**src/rtl/matrix_pkg.sv**
```systemverilog
// Shared types and constants for the matrix divider datapath and its result unloader.
// Holds the unloader state encoding, the error/trailer word constants and the default bus widths.
// Optional feature macro used by the unloader: UNLOAD_TRAILER_EN.
package matrix_pkg;

    localparam int DATA_W_DEF = 32;
    localparam int ADDR_W_DEF = 4;

    localparam logic [31:0] ERR_WORD    = 32'hFFFF_FFFF;
    localparam logic [15:0] TRAILER_TAG = 16'hA5A5;

    typedef enum logic [1:0] {
        IDLE    = 2'd0,
        STREAM  = 2'd1,
        TRAILER = 2'd2,
        FIN     = 2'd3
    } unload_state_t;

    // Trailer layout: tag, element count, padding, det_zero flag.
    function automatic logic [31:0] trailer_word(input int n_elem, input logic det_zero);
        return {TRAILER_TAG, 8'(n_elem), 7'b0, det_zero};
    endfunction

endpackage

```
**src/rtl/stream_out_reg.sv**
```systemverilog
// Output register for the result stream: word, valid, last and error flag.
// Latency: a load appears on the outputs the cycle after it is strobed.
// Backpressure: contents hold while valid && !ready; loads only land when the slot is free or draining.
module stream_out_reg
    import matrix_pkg::*;
#(
    parameter int DATA_W = DATA_W_DEF
) (
    input  logic              clk,
    input  logic              rst,
    input  logic              load_i,
    input  logic              clr_i,
    input  logic [DATA_W-1:0] data_i,
    input  logic              last_i,
    input  logic              err_i,
    input  logic              ready_i,
    output logic              valid_o,
    output logic [DATA_W-1:0] data_o,
    output logic              last_o,
    output logic              err_o,
    output logic              xfer_o
);

    logic              valid_q;
    logic [DATA_W-1:0] data_q;
    logic              last_q;
    logic              err_q;
    logic              load_ok;
    logic              clr_ok;

    assign xfer_o  = valid_q && ready_i;
    // A word already on the bus can only be replaced on the cycle it is accepted.
    assign load_ok = load_i && (!valid_q || ready_i);
    assign clr_ok  = clr_i && xfer_o;

    // Output register: load a new word, drop valid after the final transfer, otherwise hold.
    always_ff @(posedge clk or posedge rst) begin
        if (rst) begin
            valid_q <= 1'b0;
            data_q  <= '0;
            last_q  <= 1'b0;
            err_q   <= 1'b0;
        end else if (load_ok) begin
            valid_q <= 1'b1;
            data_q  <= data_i;
            last_q  <= last_i;
            err_q   <= err_i;
        end else if (clr_ok) begin
            valid_q <= 1'b0;
            last_q  <= 1'b0;
            err_q   <= 1'b0;
        end
    end

    assign valid_o = valid_q;
    assign data_o  = data_q;
    assign last_o  = last_q;
    assign err_o   = err_q;

endmodule

```
**src/rtl/matrix_result_unloader.sv**
```systemverilog
// Streams the 2x2 result file MatrixR (row-major) after the matrix top's done pulse, or one error word if det(B)==0.
// Latency: first word valid 1 cycle after start; 1 word/cycle under full ready; done_unload 1 cycle after last transfer.
// Backpressure: words hold under !out_ready; start while busy is dropped and flagged on overrun. Macro: UNLOAD_TRAILER_EN.
module matrix_result_unloader
    import matrix_pkg::*;
#(
    parameter int DATA_W = DATA_W_DEF,
    parameter int ADDR_W = ADDR_W_DEF,
    parameter int N_ELEM = 4,
    parameter int BASE   = 0
) (
    input  logic              clk,
    input  logic              rst,
    input  logic              start,
    input  logic              det_zero,
    output logic [ADDR_W-1:0] rd_addr,
    input  logic [DATA_W-1:0] rd_data,
    output logic              out_valid,
    input  logic              out_ready,
    output logic [DATA_W-1:0] out_data,
    output logic              out_last,
    output logic              out_err,
    output logic              busy,
    output logic              done_unload,
    output logic              overrun
);

    localparam int IDX_W = $clog2(N_ELEM + 1);
    localparam logic [IDX_W-1:0] LAST_IDX = IDX_W'(N_ELEM);

    unload_state_t     state_q;
    logic [IDX_W-1:0]  idx_q;
    logic              err_q;
    logic              busy_q;
    logic              done_q;
    logic              overrun_q;

    logic              ld;
    logic              clr;
    logic [DATA_W-1:0] ld_data;
    logic              ld_last;
    logic              ld_err;
    logic              xfer;
    logic              final_word;
    logic              last_data;

    // idx counts words already fetched, so it always addresses the next element to read.
    assign rd_addr    = ADDR_W'(BASE) + ADDR_W'(idx_q);
    assign final_word = err_q || (idx_q == LAST_IDX);

`ifdef UNLOAD_TRAILER_EN
    // The trailer carries the end-of-result marker, so data words never do.
    assign last_data = 1'b0;
`else
    localparam logic [IDX_W-1:0] PEN_IDX = IDX_W'(N_ELEM - 1);
    assign last_data = (idx_q == PEN_IDX);
`endif

    // Load/clear strobes into the output register, decoded from state and the current transfer.
    always_comb begin
        ld      = 1'b0;
        clr     = 1'b0;
        ld_data = '0;
        ld_last = 1'b0;
        ld_err  = 1'b0;
        case (state_q)
            IDLE: begin
                if (start) begin
                    ld = 1'b1;
                    if (det_zero) begin
                        ld_data = DATA_W'(ERR_WORD);
                        ld_last = 1'b1;
                        ld_err  = 1'b1;
                    end else begin
                        ld_data = rd_data;
                        ld_last = last_data;
                    end
                end
            end
            STREAM: begin
                if (xfer) begin
                    if (final_word) begin
                        clr = 1'b1;
                    end else begin
                        ld      = 1'b1;
                        ld_data = rd_data;
                        ld_last = last_data;
                    end
                end
            end
`ifdef UNLOAD_TRAILER_EN
            TRAILER: begin
                if (!out_valid) begin
                    ld      = 1'b1;
                    ld_data = DATA_W'(trailer_word(N_ELEM, err_q));
                    ld_last = 1'b1;
                end else if (xfer) begin
                    clr = 1'b1;
                end
            end
`endif
            default: ;
        endcase
    end

    // Sequencer: walks IDLE -> STREAM -> (TRAILER) -> FIN and registers busy/done/overrun.
    always_ff @(posedge clk or posedge rst) begin
        if (rst) begin
            state_q   <= IDLE;
            idx_q     <= '0;
            err_q     <= 1'b0;
            busy_q    <= 1'b0;
            done_q    <= 1'b0;
            overrun_q <= 1'b0;
        end else begin
            done_q    <= 1'b0;
            overrun_q <= start && (state_q != IDLE);
            case (state_q)
                IDLE: begin
                    if (start) begin
                        busy_q  <= 1'b1;
                        err_q   <= det_zero;
                        state_q <= STREAM;
                        // The error word does not come from MatrixR, so the address stays at BASE.
                        if (!det_zero) begin
                            idx_q <= IDX_W'(1);
                        end
                    end
                end
                STREAM: begin
                    if (xfer) begin
                        if (final_word) begin
`ifdef UNLOAD_TRAILER_EN
                            if (!err_q) begin
                                state_q <= TRAILER;
                            end else begin
                                state_q <= FIN;
                                busy_q  <= 1'b0;
                                done_q  <= 1'b1;
                            end
`else
                            state_q <= FIN;
                            busy_q  <= 1'b0;
                            done_q  <= 1'b1;
`endif
                        end else begin
                            idx_q <= idx_q + IDX_W'(1);
                        end
                    end
                end
`ifdef UNLOAD_TRAILER_EN
                TRAILER: begin
                    if (xfer) begin
                        state_q <= FIN;
                        busy_q  <= 1'b0;
                        done_q  <= 1'b1;
                    end
                end
`endif
                FIN: begin
                    idx_q   <= '0;
                    err_q   <= 1'b0;
                    state_q <= IDLE;
                end
                default: state_q <= IDLE;
            endcase
        end
    end

    stream_out_reg #(
        .DATA_W (DATA_W)
    ) u_out (
        .clk     (clk),
        .rst     (rst),
        .load_i  (ld),
        .clr_i   (clr),
        .data_i  (ld_data),
        .last_i  (ld_last),
        .err_i   (ld_err),
        .ready_i (out_ready),
        .valid_o (out_valid),
        .data_o  (out_data),
        .last_o  (out_last),
        .err_o   (out_err),
        .xfer_o  (xfer)
    );

    assign busy        = busy_q;
    assign done_unload = done_q;
    assign overrun     = overrun_q;

endmodule
```
**config.mk**
```make
export PLATFORM = sky130hd
export DESIGN_NAME = matrix_result_unloader
export DESIGN_NICKNAME = d
export VERILOG_FILES = /design/src/rtl/matrix_pkg.sv /design/src/rtl/stream_out_reg.sv /design/src/rtl/matrix_result_unloader.sv
export SDC_FILE = /design/constraint.sdc
export NUM_CORES = 1
export LEC_CHECK = 0
export BUFFER_PORTS_ARGS = -buffer_cell sky130_fd_sc_hd__buf_2
export CORE_AREA = 2 2 69 71
export DETAILED_ROUTE_END_ITERATION = 6
export DIE_AREA = 0 0 71 73
export PLACE_DENSITY = 0.89
export SYNTH_ARGS = -nofsm -noshare
export SYNTH_HDL_FRONTEND = slang
export SYNTH_SLANG_ARGS = --single-unit
export TNS_END_PERCENT = 30
```
**constraint.sdc**
```tcl
create_clock -name clk -period 1.9 [get_ports clk]
set_input_delay 0.095 -clock clk [delete_from_list [all_inputs] [get_ports clk]]
set_output_delay 0.095 -clock clk [all_outputs]
set_load 0.01 [all_outputs]
```
==> summary by stage <==
Timing
The routed design could run at a clock period as short as 1.77 ns. The number of hold violations in the final report came to 8. The final count of negative-setup-slack endpoints is 0.

The worst pin sits at a relative slew slack of 0.392. The clock tree skew after final layout is 0.00713 ns. Adding up every negative setup slack in the final design gives 0 ns.

The transition time of the tightest slew-check pin is 0.910 ns. Static timing analysis puts the maximum clock frequency at around 0.56 GHz. Final hold analysis gives a worst-case slack of -0.00308 ns.

The max-slew violation count is 0. The period utilization is 0.932.

Worst setup path
The largest individual stage delay along the critical path comes from the cell sky130_fd_sc_hd__dfrtp_1. The depth of the most critical reg-to-reg path is 8. The worst reg2reg path endpoint is u_out.data_o[17]$_DFFE_PP0P_. The critical path data arrival time is ~2.0 ns. The start of the worst register-to-register path is idx_q[1]$_DFFE_PP0P_.

Traced cell by cell, the critical path runs through inv_1 > ha_1 > a21oi_2 > nand2_1 > a211oi_4 > buf_4 > buf_12 > mux2i_1. In this design, the stage delay of the slowest critical-path cell is 0.39 ns. STA classifies the critical path endpoint as a flip-flop. STA classifies the critical path startpoint as a flip-flop.

The slack of the worst reg-to-reg path is approximately 0.13 ns. The source of the critical timing path is idx_q[1]$_DFFE_PP0P_. In this run the worst path has a maximum fanout of 10. STA puts the critical path data required time at 2.12 ns. Following the worst setup path forward leads to its endpoint at u_out.data_o[17]$_DFFE_PP0P_. The critical path in this run is classified as flip-flop to flip-flop.

Clock network
TritonCTS built the clock tree. The number of sinks on the clock net is 44. The level count of the clock H-tree is 2. Clock-pin slew was measured on the worst setup and hold paths at 0.08 ns. The number of hold buffers added after CTS was 0. The cell sitting at the root of the clock tree is a sky130_fd_sc_hd__clkbuf_8. In this run the deepest clock path goes through 2 buffers.

Counting the buffers created by CTS gives 5. The insertion delay to the later sink of the worst-skew pair is 0.29 ns.

Floorplan
The floorplan step set the die width to 71 um. The initial core utilization is 0.458. The number of rows created at floorplan is 25.

The floorplan step set the die height to 73 um. The overall die area is 5180 um2. 79 I/O pins were placed. The standard cell core area is around 4500 um2.

Yosys
The sequential share of the synthesized area is 0.530. The net count after synthesis is 239. The cell area that synthesis handed to floorplanning was 2080 um2. After synthesis, the mean cell area works out to around 10 um2. Counting flops with an async set or reset pin after synthesis yields a share of 1.00.

The count of different cell masters after synthesis is 33. The number of flip-flops and latches in the synthesized netlist is 44. Synthesis handed over a netlist of 199 instances. The library cell occupying the most area in the post-synthesis netlist is sky130_fd_sc_hd__dfrtp_1. Sorting the synthesized cells by area gives the leading types as sky130_fd_sc_hd__dfrtp_1 53%, sky130_fd_sc_hd__mux2i_1 16%, sky130_fd_sc_hd__inv_1 7.0%.

The area fraction of the dominant cell type after synthesis is 0.530. The synthesized design contains 0 enable-type register cells. For this run, the number of Yosys warnings is 0.

The most instantiated flip-flop cell in the synthesis netlist is sky130_fd_sc_hd__dfrtp_1.

Layout
The filler cells instantiated in the layout total between 300 and 400. The area growth from synthesis to layout is 29.0%. The fraction of final layout cells with drive strength greater than 1 is 0.357. The final layout contains 322 nets. 0 antenna diodes ended up in the layout.

The final core area utilization is 0.591.

Drt
The routed length per instance is roughly 12 um. For this block, the routed nets add up to 4060 um of wire. The remaining routing DRC violations is 0.

The first TritonRoute pass finished after 4 iterations. The detailed router finished its first iteration with 80 violations. The via-per-instance ratio is 4.62. The count of antenna-violating nets left after detailed routing is 0.

The number of vias after detailed routing is around 1600.

Placed design
Port buffering added 77 buffers. The detailed placer's ending HPWL is 2840 um. The weighted congestion reported at the end of routability-driven placement is 0.787.

Outcome
The checks that failed: hold timing. The run finished, with violations left.

Global routing
Entering global routing, the biggest net connects between 40 and 50 pins. The via count of the first global-routing pass was 1497. The residual overflow from global routing is 0. The initial antenna violation count is 0. The wire length of the first global-routing pass is 6620 um.

For this run, the total global-route usage over all layers was measured as 0.162.

Power
The leakage power total is 1.47 nW. The post-route total power is approximately 4.5 mW. In this run the power density over the cells is between 1500 and 2000 nW/um2. VDD sags by at most between 0.0007 and 0.0008 V.

Flow run
The tool flagged a number of max-cap violations equal to 0.

Hold path
The type of the most critical hold path is input port to asynchronous set/reset pin.
[stage by stage]
step | std cells | worst slack, ns | area [um2]
2_1_floorplan | 199 | 0.164 | 2080
3_3_place_gp | 326 | 0.168 | 2510
3_5_place_dp | 326 | 0.115 | 2510
4_1_cts | 334 | 0.0941 | 2640
5_1_grt | 337 | -0.0211 | 2680
6_report | 337 | 0.128 | 2680
[cell usage in the layout (no fill, tap or decap)]
cell type and count:
sky130_fd_sc_hd__buf_2 77, sky130_fd_sc_hd__dfrtp_1 44, sky130_fd_sc_hd__nor2_1 39, sky130_fd_sc_hd__inv_1 38
sky130_fd_sc_hd__mux2i_1 33, sky130_fd_sc_hd__clkbuf_8 7, sky130_fd_sc_hd__buf_4 7, sky130_fd_sc_hd__nand2_1 6
sky130_fd_sc_hd__ha_1 3, sky130_fd_sc_hd__nor2b_1 2, sky130_fd_sc_hd__o21ai_1 2, sky130_fd_sc_hd__buf_12 2
sky130_fd_sc_hd__a21oi_2 1, sky130_fd_sc_hd__and3_1 1, sky130_fd_sc_hd__nand2b_1 1, sky130_fd_sc_hd__nor3b_1 1
sky130_fd_sc_hd__o22ai_1 1, sky130_fd_sc_hd__a32o_1 1, sky130_fd_sc_hd__nand2b_4 1, sky130_fd_sc_hd__nor3b_4 1
sky130_fd_sc_hd__o21a_1 1, sky130_fd_sc_hd__a211oi_4 1, sky130_fd_sc_hd__a21oi_1 1, sky130_fd_sc_hd__nand3b_1 1
sky130_fd_sc_hd__o21ai_0 1, sky130_fd_sc_hd__or3_1 1, sky130_fd_sc_hd__a22o_1 1, sky130_fd_sc_hd__o2bb2ai_1 1
sky130_fd_sc_hd__inv_2 1, sky130_fd_sc_hd__a21o_1 1, sky130_fd_sc_hd__o32ai_1 1, sky130_fd_sc_hd__a31o_2 1
sky130_fd_sc_hd__conb_1 1, sky130_fd_sc_hd__bufinv_16 1, sky130_fd_sc_hd__clkbuf_16 1
[cells by family (layout without fill, tap and decap cells)]
logic type / count (synthesis) / in the layout / share of synthesized area
AND/OR/NAND/NOR: 54 / 54 / 0.116
buffers and inverters: 50 / 134 / 0.125
flip-flops: 44 / 44 / 0.530
multiplexers: 33 / 33 / 0.159
AO/OA/AOI/OAI: 14 / 14 / 0.0500
adder cells (fa/ha/maj): 3 / 3 / 0.0181
other: 1 / 1 / 0.00181
[synth_stat cells (2+ instances only)]
library cell	count
sky130_fd_sc_hd__buf_6	2
sky130_fd_sc_hd__o21ai_1	2
sky130_fd_sc_hd__buf_2	3
sky130_fd_sc_hd__nor2b_1	2
sky130_fd_sc_hd__inv_1	39
sky130_fd_sc_hd__mux2i_1	33
sky130_fd_sc_hd__a21oi_1	2
sky130_fd_sc_hd__nor2_1	39
sky130_fd_sc_hd__nand2_1	6
sky130_fd_sc_hd__ha_1	3
sky130_fd_sc_hd__dfrtp_1	44
sky130_fd_sc_hd__buf_12	3
[flip-flops by register name (all words and copies together), names as in the netlist]
name and flops:
err_q 1, done_unload 1, idx_q 3, u_out.err_o 1
state_q 2, overrun 1, u_out.valid_o 1, busy 1
u_out.last_o 1, u_out.data_o 32
[what timing repair did]
item / CTS / global route
endpoints found under the setup margin: 0 / 29
gates resized for setup: 0 / 1
setup buffers: 0 / 2
[routing by layer]
| layer | GRT usage | wire length (um) |
|---|---|---|
| met5 | 0 | 0 |
| met4 | 0.0440 | 37 |
| met3 | 0.0470 | 288 |
| met2 | 0.280 | 1960 |
| met1 | 0.200 | 1780 |
[final cells by class]
cell class / instances / area, um2 / share of cell area
flip-flops and latches: 44 / 1100 / 0.411
multi-input cells: 105 / 734 / 0.274
repair buffers: 87 / 503 / 0.188
inverters: 39 / 146 / 0.0546
clock buffers: 7 / 96.3 / 0.0360
well taps: 54 / 67.6 / 0.0252
clock inverters: 1 / 30.0 / 0.0112
[critical path, delay by kind of cell, from the launching register on]
| family | cells | cell delay (ns) |
|---|---|---|
| simple gates | 1 | 0.10 |
| compound gates | 2 | 0.45 |
| flops | 1 | 0.39 |
| mux | 1 | 0.20 |
| fa+ha+maj | 1 | 0.18 |
| buf+inv | 3 | 0.36 |
[how the worst min path moves through the flow]
stage,cells past startpoint,slack (ns),endpoint
2_1_floorplan,2,0.22,state_q[0]$_DFFE_PP0P_
3_3_place_gp,2,0.34,overrun$_DFF_PP0_
3_5_place_dp,2,0.36,u_out.data_o[10]$_DFFE_PP0P_
4_1_cts,2,0.03,done_unload$_DFF_PP0_
5_1_grt,3,0.06,u_out.data_o[19]$_DFFE_PP0P_
6_report,2,-0.003,overrun$_DFF_PP0_
[power by group]
group	internal [mW]	leakage (nW)	switching [mW]	total (mW)
Sequential	1.39	0.517	0.245	1.64
Combinational	1.03	0.889	1.06	2.09
Clock	0.464	0.0645	0.312	0.776
No activity file was read; power rests on OpenSTA's default activity.
